**src/rtl/sobel_pkg.sv**
```systemverilog
// Shared definitions for the Sobel front end: pixel type and the width of the
// downstream gradient sum.
package sobel_pkg;

    localparam int PIX_W     = 8;
    localparam int WIN_OUT_W = 12;

    typedef logic [PIX_W-1:0] pixel_t;

    // Zero-extends a pixel to the Sobel accumulator width.
    function automatic logic [WIN_OUT_W-1:0] pix_extend(input pixel_t p);
        return {{(WIN_OUT_W - PIX_W){1'b0}}, p};
    endfunction

endpackage

```
**src/rtl/sobel_window3x3_if.sv**
```systemverilog
// Pixel-in / window-out stream bundle between the raster source, the window
// generator and the Sobel core.
interface sobel_window3x3_if;
    import sobel_pkg::*;

    logic   in_valid;
    logic   in_ready;
    logic   in_sof;
    pixel_t in_pixel;

    logic   out_valid;
    logic   out_ready;
    logic   out_last;
    pixel_t z1, z2, z3, z4, z5, z6, z7, z8, z9;

    modport master (
        output in_valid, in_sof, in_pixel, out_ready,
        input  in_ready, out_valid, out_last,
        input  z1, z2, z3, z4, z5, z6, z7, z8, z9
    );

    modport slave (
        input  in_valid, in_sof, in_pixel, out_ready,
        output in_ready, out_valid, out_last,
        output z1, z2, z3, z4, z5, z6, z7, z8, z9
    );

endinterface

```
**src/rtl/sobel_line_buffer.sv**
```systemverilog
// Two-line history for the 3x3 window: one read-before-write per accepted pixel.
// Returns row r-2 (a) and row r-1 (b) at the current column.
module sobel_line_buffer #(
    parameter int IMG_W  = 64,
    parameter int PIX_W  = 8,
    parameter int ADDR_W = $clog2(IMG_W)
) (
    input  logic              clk,
    input  logic              we,
    input  logic [ADDR_W-1:0] addr,
    input  logic [PIX_W-1:0]  din,
    output logic [PIX_W-1:0]  a,
    output logic [PIX_W-1:0]  b
);

    // Contents are never reset; row/col gating keeps stale data out of valid windows.
    logic [PIX_W-1:0] lb0 [IMG_W];
    logic [PIX_W-1:0] lb1 [IMG_W];

    assign a = lb1[addr];
    assign b = lb0[addr];

    always_ff @(posedge clk) begin
        if (we) begin
            lb1[addr] <= lb0[addr];
            lb0[addr] <= din;
        end
    end

endmodule

```
**src/rtl/sobel_window3x3.sv**
```systemverilog
// Streaming 3x3 neighbourhood generator feeding the Sobel core; emits only
// interior windows, registered, with a single output stage at full throughput.
module sobel_window3x3
    import sobel_pkg::*;
#(
    parameter int IMG_W = 64,
    parameter int IMG_H = 64,
    parameter int PIX_W = 8
) (
    input  logic              clk,
    input  logic              rst_n,
    sobel_window3x3_if.slave  bus
);

    localparam int COL_W = $clog2(IMG_W);
    localparam int ROW_W = $clog2(IMG_H);
    localparam logic [COL_W-1:0] COL_LAST = COL_W'(IMG_W - 1);
    localparam logic [ROW_W-1:0] ROW_LAST = ROW_W'(IMG_H - 1);
    localparam logic [COL_W-1:0] COL_FIRST_WIN = COL_W'(2);
    localparam logic [ROW_W-1:0] ROW_FIRST_WIN = ROW_W'(2);

    logic [COL_W-1:0] col, col_cur;
    logic [ROW_W-1:0] row, row_cur;
    logic             accept;
    logic             out_valid_q;
    logic             out_last_q;
    logic [PIX_W-1:0] lb_a, lb_b;
    pixel_t           z_q [1:9];

    assign bus.in_ready = !out_valid_q || bus.out_ready;
    assign accept       = bus.in_valid && bus.in_ready;

    // Start-of-frame forces the accepted pixel to (0,0) whatever the counters say.
    assign col_cur = bus.in_sof ? '0 : col;
    assign row_cur = bus.in_sof ? '0 : row;

    sobel_line_buffer #(
        .IMG_W  (IMG_W),
        .PIX_W  (PIX_W),
        .ADDR_W (COL_W)
    ) u_line_buffer (
        .clk  (clk),
        .we   (accept),
        .addr (col_cur),
        .din  (bus.in_pixel),
        .a    (lb_a),
        .b    (lb_b)
    );

    always_ff @(posedge clk) begin
        if (!rst_n) begin
            col <= '0;
            row <= '0;
        end else if (accept) begin
            if (col_cur == COL_LAST) begin
                col <= '0;
                row <= (row_cur == ROW_LAST) ? '0 : row_cur + 1'b1;
            end else begin
                col <= col_cur + 1'b1;
                row <= row_cur;
            end
        end
    end

    // The window shifts on every accept, including c=0/1, so the previous
    // line's columns are flushed before the first valid window of a row.
    always_ff @(posedge clk) begin
        if (!rst_n) begin
            z_q         <= '{default: '0};
            out_valid_q <= 1'b0;
            out_last_q  <= 1'b0;
        end else if (accept) begin
            z_q[1]      <= z_q[2];
            z_q[2]      <= z_q[3];
            z_q[3]      <= lb_a;
            z_q[4]      <= z_q[5];
            z_q[5]      <= z_q[6];
            z_q[6]      <= lb_b;
            z_q[7]      <= z_q[8];
            z_q[8]      <= z_q[9];
            z_q[9]      <= bus.in_pixel;
            out_valid_q <= (row_cur >= ROW_FIRST_WIN) && (col_cur >= COL_FIRST_WIN);
            out_last_q  <= (row_cur == ROW_LAST) && (col_cur == COL_LAST);
        end else if (bus.out_ready) begin
            out_valid_q <= 1'b0;
        end
    end

    assign bus.out_valid = out_valid_q;
    assign bus.out_last  = out_last_q;
    assign bus.z1 = z_q[1];
    assign bus.z2 = z_q[2];
    assign bus.z3 = z_q[3];
    assign bus.z4 = z_q[4];
    assign bus.z5 = z_q[5];
    assign bus.z6 = z_q[6];
    assign bus.z7 = z_q[7];
    assign bus.z8 = z_q[8];
    assign bus.z9 = z_q[9];

endmodule

```
**src/flat_wrapper.sv**
```systemverilog
// flat-port wrapper written by rule: the top's interface ports become plain ports
module sobel_window3x3_flat import sobel_pkg::*;
#(
    parameter int IMG_W = 64,
    parameter int IMG_H = 64,
    parameter int PIX_W = 8
)
  (clk, rst_n, bus_in_valid, bus_in_sof, bus_in_pixel, bus_out_ready, bus_in_ready, bus_out_valid, bus_out_last, bus_z1, bus_z2, bus_z3, bus_z4, bus_z5, bus_z6, bus_z7, bus_z8, bus_z9);
  sobel_window3x3_if bus_i ();
  input  logic clk;
  input  logic rst_n;
  input wire logic [$bits(bus_i.in_valid)-1:0] bus_in_valid;
  input wire logic [$bits(bus_i.in_sof)-1:0] bus_in_sof;
  input wire logic [$bits(bus_i.in_pixel)-1:0] bus_in_pixel;
  input wire logic [$bits(bus_i.out_ready)-1:0] bus_out_ready;
  output wire logic [$bits(bus_i.in_ready)-1:0] bus_in_ready;
  output wire logic [$bits(bus_i.out_valid)-1:0] bus_out_valid;
  output wire logic [$bits(bus_i.out_last)-1:0] bus_out_last;
  output wire logic [$bits(bus_i.z1)-1:0] bus_z1;
  output wire logic [$bits(bus_i.z2)-1:0] bus_z2;
  output wire logic [$bits(bus_i.z3)-1:0] bus_z3;
  output wire logic [$bits(bus_i.z4)-1:0] bus_z4;
  output wire logic [$bits(bus_i.z5)-1:0] bus_z5;
  output wire logic [$bits(bus_i.z6)-1:0] bus_z6;
  output wire logic [$bits(bus_i.z7)-1:0] bus_z7;
  output wire logic [$bits(bus_i.z8)-1:0] bus_z8;
  output wire logic [$bits(bus_i.z9)-1:0] bus_z9;
  assign bus_i.in_valid = bus_in_valid;
  assign bus_i.in_sof = bus_in_sof;
  assign bus_i.in_pixel = bus_in_pixel;
  assign bus_i.out_ready = bus_out_ready;
  assign bus_in_ready = bus_i.in_ready;
  assign bus_out_valid = bus_i.out_valid;
  assign bus_out_last = bus_i.out_last;
  assign bus_z1 = bus_i.z1;
  assign bus_z2 = bus_i.z2;
  assign bus_z3 = bus_i.z3;
  assign bus_z4 = bus_i.z4;
  assign bus_z5 = bus_i.z5;
  assign bus_z6 = bus_i.z6;
  assign bus_z7 = bus_i.z7;
  assign bus_z8 = bus_i.z8;
  assign bus_z9 = bus_i.z9;
  sobel_window3x3 #(.IMG_W(IMG_W), .IMG_H(IMG_H), .PIX_W(PIX_W)) u_core (.clk(clk), .rst_n(rst_n), .bus(bus_i));
endmodule
```
**config.mk**
```make
export PLATFORM = sky130hd
export DESIGN_NAME = sobel_window3x3_flat
export DESIGN_NICKNAME = d
export VERILOG_FILES = /design/src/rtl/sobel_pkg.sv /design/src/rtl/sobel_window3x3_if.sv /design/src/rtl/sobel_line_buffer.sv /design/src/rtl/sobel_window3x3.sv /design/src/flat_wrapper.sv
export SDC_FILE = /design/constraint.sdc
export NUM_CORES = 1
export LEC_CHECK = 0
export CORE_MARGIN = 5
export CORE_UTILIZATION = 50
export CTS_CLUSTER_DIAMETER = 120
export DETAILED_ROUTE_END_ITERATION = 7
export GPL_ROUTABILITY_DRIVEN = 0
export PLACE_DENSITY = 0.62
export SYNTH_ARGS = -nofsm -noshare
export SYNTH_HDL_FRONTEND = slang
export SYNTH_SLANG_ARGS = --single-unit
```
**constraint.sdc**
```tcl
create_clock -name clk -period 4.6 [get_ports clk]
set_input_delay 0.92 -clock clk [delete_from_list [all_inputs] [get_ports clk]]
set_output_delay 0.92 -clock clk [all_outputs]
set_load 0.02 [all_outputs]
```
Word level (Yosys, flattened, before mapping). Memory sizes are Yosys's and may differ from the RTL's. A register that Yosys moved wholly into a read port is not among the register bits. Cells that the tools add are included.

Memories: 2. Flip-flop bits (word level): 78. Bits in latches: 0. Bits in read-only memories: 0. Memory bits (writable): 1024.

$lt $le $gt $ge: 2. Multiplexer cells: 9. Multiply operators: 0. Eq/ne operators: 2. Reduce and logical (&&, ||, !) cells: 7. $add $sub $neg: 2. Shift-type cells: 0. Bitwise logic cells: 0. Div/mod/pow operators: 0.

Memory list: u_core.u_line_buffer.lb0 (words 64, bits a word 8, rd ports 1, clocked after Yosys merged registers in 0, write ports 1, line sobel_line_buffer.sv:17) `logic [PIX_W-1:0] lb0 [IMG_W];`; u_core.u_line_buffer.lb1 (words 64, bits a word 8, rd ports 1, clocked after Yosys merged registers in 1, write ports 1, line sobel_line_buffer.sv:18) `logic [PIX_W-1:0] lb1 [IMG_W];`.

Operators with widths (count): 6-bit 2-to-1 mux (5); 6-bit by 1-bit adder with 6-bit output, second input constant (2); 6-bit equality test, second input constant (2); 6-bit by 2-bit greater-or-equal comparator with 1-bit output, second input constant (2); 1-bit 2-to-1 mux (4); 1-bit logical AND (3); 1-bit zero test (2); 2-bit nonzero test (1); 1-bit logical OR (1).

Depth between registers and ports, before layout.
Word-level depth: 5. Gate-level depth with buffers: 14.

By module. A second synthesis with hierarchy kept.

Cells, all modules: 2660. Area, all modules: 42617.1 µm².

By module, submodules not included: sobel_line_buffer (times used 1, cells each 2237, area an instance 39306.4 µm², seq. area each 30749.5 µm²); sobel_window3x3 (times used 1, cells each 423, area an instance 3310.7 µm², seq. area each 1721.7 µm²).

Worst setup path after synthesis. No wires, ideal clock.

Path kind: input-to-reg. Start point: in bus_in_sof. End point: mem u_core.u_line_buffer.lb1[0][7], data pin. Arrival time: 3.371 ns. Stages on the path: 9. Data required time: 3.921 ns. Buffers on the path: 6. Slack: 0.550 ns. Cells stage by stage: buf_2 > buf_4 > buf_2 > buf_2 > clkbuf_1 > clkbuf_1 > or2_2 > a21oi_1 > nand4_1.

Cells in the longest elaborated chain, start to end: 2.

Ends and longest elaborated chain: from (decl) (line flat_wrapper.sv:13) `input wire logic [$bits(bus_i.in_sof)-1:0] bus_in_sof;`; 6-bit 2-to-1 mux (line sobel_window3x3.sv:34) `assign col_cur = bus.in_sof ? '0 : col;`; memory 64 x 8 bit; to (decl) (line sobel_line_buffer.sv:18).

Every way passes these cells.

Worst setup path after layout.
Start point: reg u_core.col[1]. End point: reg u_core.z_q, in the netlist u_core.bus.z6[5], read port of u_core.u_line_buffer.lb0.

Cells in the longest elaborated chain, start to end: 2.

Ends and longest elaborated chain: from (decl) (line sobel_window3x3.sv:22) `logic [COL_W-1:0] col, col_cur;`; from (signal assigned) (line sobel_window3x3.sv:59) `col <= col_cur + 1'b1;`; 6-bit 2-to-1 mux (line sobel_window3x3.sv:34); memory 64 x 8 bit; to (decl) (line sobel_window3x3.sv:28) `pixel_t z_q [1:9];`.

Every way passes these cells. A chain may end at the register's enable or synchronous reset.

==> impl_metrics.json <==
{
  "cts_buffers": 110,
  "die_x_um": 306,
  "dp.final_hpwl_mm": 81.2,
  "post-route-drc-count": 0,
  "synthAdderAreaFrac_pct": 0.0571,
  "coreArea_um2": 86900,
  "synth_mux_area_share_pct": 8.10,
  "fin_cells": 4179,
  "hold_viol_final": 0,
  "synth_cell_type_count": 73,
  "synthSimpleGateAreaFrac_pct": 5.16,
  "p_total_mw": 21.4,
  "crit_fanout": 33,
  "io_buffers": 87,
  "internal-power_mw": 16.7,
  "crit_top_cell": "buf_4",
  "synth-edff-count": 1024,
  "path_cells": "buf_4 -> nor2_4 -> buf_4 -> a211oi_1 -> o22ai_1 -> or4_2 -> buf_4 -> o21ba_1",
  "swShare_pct": 21.9,
  "reg2reg_from": "u_core.col[1]",
  "dieArea_um2": 93600,
  "syn_area_per_cell_um2": 16.1,
  "synth_top_family_by_area": "compound AO/OA/AOI/OAI gates",
  "cp_data_arrival_time_ps": 4620,
  "synth_seq_cells": 1110,
  "peakVddDrop_mv": 0.340,
  "rows": 108,
  "ys.flop_type": "edfxtp_1",
  "synth_compound_area_share_pct": 10.4,
  "track_usage_pct": 27.1,
  "start_util_pct": 50.4,
  "synth_top_area_share_pct": 70.2,
  "finClkSkew_ps": 49.4,
  "h-tree-depth": 3,
  "synth_common_cells": "edfxtp_1, mux2i_1, nand2_1, nor2_1, clkbuf_1",
  "dp_cells": 3975,
  "p_seq_share_pct": 52.3,
  "setup_violations": 0,
  "drive_above_1_share_pct": 16.1,
  "critPathBufInv": 3,
  "postCtsSetupBuffers": 0,
  "worstHoldPathType": "flip-flop to flip-flop",
  "ios": 88,
  "synthCells": 2724,
  "yosysWarnings": 0,
  "post_drt_via_cell_ratio": 6.39,
  "worst_slew_pin_slew_ps": 1180,
  "grt_setup_unrepaired": "false",
  "wl_per_cell_um": 31.1,
  "clk_latency_ps": 700,
  "dr.pass1.iters": 6,
  "cp.required_ps": 5160,
  "p_sw_mw": 4.70,
  "max_stage_delay_ps": 930,
  "dieHeight_um": 306,
  "synthXorXnorAreaFrac_pct": 0.0200,
  "holdBufCountCts": 0,
  "ys_seq_area_share_pct": 74.1,
  "grt_pass1_wl_mm": 186,
  "nNetsFinal": 2947,
  "synth_area_leaders": "edfxtp_1, mux2i_1, dfxtp_1, mux4_2, nand2_1",
  "final.min_clock_period_ps": 4060,
  "yosys.area.top_type": "edfxtp_1",
  "status": "complete, no violations",
  "p_clk_share_pct": 41.8,
  "async_flop_share_pct": 0,
  "nFillCells": 6558,
  "slowest_stage": "dfxtp_4",
  "syn-num-nets": 2739,
  "fmax_ghz": 0.246,
  "start_kind": "flip-flop",
  "drv_cap": 0,
  "cts-resized-gates": 0,
  "end_kind": "flip-flop",
  "grt_pass1_vias": 25700,
  "grt_max_degree": 77,
  "power_density_nw_per_um2": 424,
  "crit_start": "u_core.col[1]",
  "worst-setup-path-type": "flip-flop to flip-flop",
  "cts_buffer_depth": 3,
  "p_comb_share_pct": 5.9,
  "post-route-period-util_pct": 88.3,
  "clock-sinks": 1110,
  "wirelength_mm": 130,
  "synth_most_common_cell": "edfxtp_1",
  "antenna_left": 0,
  "ctsRootBufferMaster": "clkbuf_16",
  "overflow": 0,
  "antenna_found_initial": 5,
  "min-delay-start": "u_core.bus.z4[4]",
  "p_leak_nw": 16.2,
  "synthesis.area_um2": 43800,
  "drtIter0Drc": 3668,
  "report.final.slew_viol_count": 0,
  "areaGrowthSynthToFinish_pct": 15.4,
  "cp_top_family": "buffers and inverters",
  "slew_headroom_pct": 21.6,
  "clkTransAtPathRegs_ps": 60,
  "cts_tree": "yes",
  "num_vias": 26700
}
==> path summary, 6_finish.rpt <==
| kind | end | slack (ps) | cells after the start |
|---|---|---|---|
| worst min register to register | u_core.bus.z4[4] | 460 | 2 |
| worst max-delay path | u_core.bus.z6[5] | 540 | 8 |
| worst min-delay path | u_core.bus.z4[4] | 460 | 2 |
| worst max register to register | u_core.bus.z6[5] | 540 | 8 |
==> placed cells by master (no fill, tap or decap), drive strengths merged, types with 6 or more instances in the layout <==
master / count
a222oi: 12
nand3: 8
a221oi: 43
o22ai: 54
a211o: 8
a21boi: 61
o21ai: 105
a21oi: 89
mux2: 23
a22oi: 26
a2111oi: 18
a22o: 53
bufinv: 12
nor2b: 15
o221ai: 14
o211ai: 22
nor3: 17
mux4: 49
and2: 6
mux2i: 218
clkbuf: 141
nand2b: 37
o2bb2ai: 14
edfxtp: 1024
clkdlybuf4s50: 77
nor2: 108
inv: 8
buf: 215
dfxtp: 86
nand3b: 34
a31oi: 10
clkinv: 45
o21ba: 8
o221a: 9
a211oi: 40
o31ai: 12
nand2: 217
==> registers in the layout, summed over array words and instances, names as in the netlist <==
signal,flops
u_core.row,6
u_core.bus.out_valid,1
u_core.bus.out_last,1
u_core.bus.z8,8
u_core.col,6
u_core.u_line_buffer.lb1,512
u_core.bus.z7,8
u_core.bus.z9,8
u_core.u_line_buffer.lb0,512
u_core.bus.z4,8
u_core.bus.z5,8
u_core.bus.z6,8
u_core.bus.z2,8
u_core.bus.z1,8
u_core.bus.z3,8
==> power by group through the flow <==
stage / clock [mW] / sequential, mW / combinational [mW]
6_report: 8.95 / 11.2 / 1.27
5_1_grt: 9.49 / 11.2 / 1.32
3_3_place_gp: 0 / 11.4 / 1.22
3_5_place_dp: 0 / 11.4 / 1.25
4_1_cts: 9.06 / 11.2 / 1.25
2_1_floorplan: 0 / 11.4 / 0.630
==> layout make-up <==
type | count | area (um2) | area share [%]
Sequential cell | 1110 | 32500 | 64.2
Antenna cell | 2 | 5.00 | 0.00990
Clock buffer | 141 | 2930 | 5.80
Multi-Input combinational cell | 1411 | 10500 | 20.7
Inverter | 7 | 27.5 | 0.0544
Timing Repair Buffer | 292 | 2550 | 5.04
Tap cell | 1155 | 1450 | 2.86
Clock inverter | 61 | 658 | 1.30
==> cells by family after synthesis <==
group / count (synthesis)
compound gates: 637
xor+xnor: 1
fa+ha+maj: 2
buf+inv: 203
flops: 1110
mux: 290
simple gates: 481
==> worst min-delay path, delay by kind of cell, from the launching register on <==
kind               cells  cell delay (ps)
DFF                    1              310
AOI/OAI and AO/OA      1               60
and+or+nand+nor        1               40
==> metrics by stage <==
step                      utilization [%]  setup WS (ps)  hold WS [ps]  instance area (um2)  TNS [ps]
after global routing                 58.2            533           478                50500         0
after CTS                            58.2            653           467                50500         0
after global placement               54.0           -371           449                47000      -371
final                                58.2            538           462                50600         0
after detailed placement             54.0            429           459                47000         0
after floorplan                         -            550           465                43800         0
==> per-layer routing <==
layer  vias to the layer above  part of all wire, %  global-route usage (%)
li1                      11200                    -                       -
met1                     13500                   39                    37.9
met2                      1658                   45                    41.0
met3                       339                   11                    7.03
met4                         6                  5.1                    11.6
met5                         -                0.026                       0
Note: power is estimated with default switching activity, not from simulation.
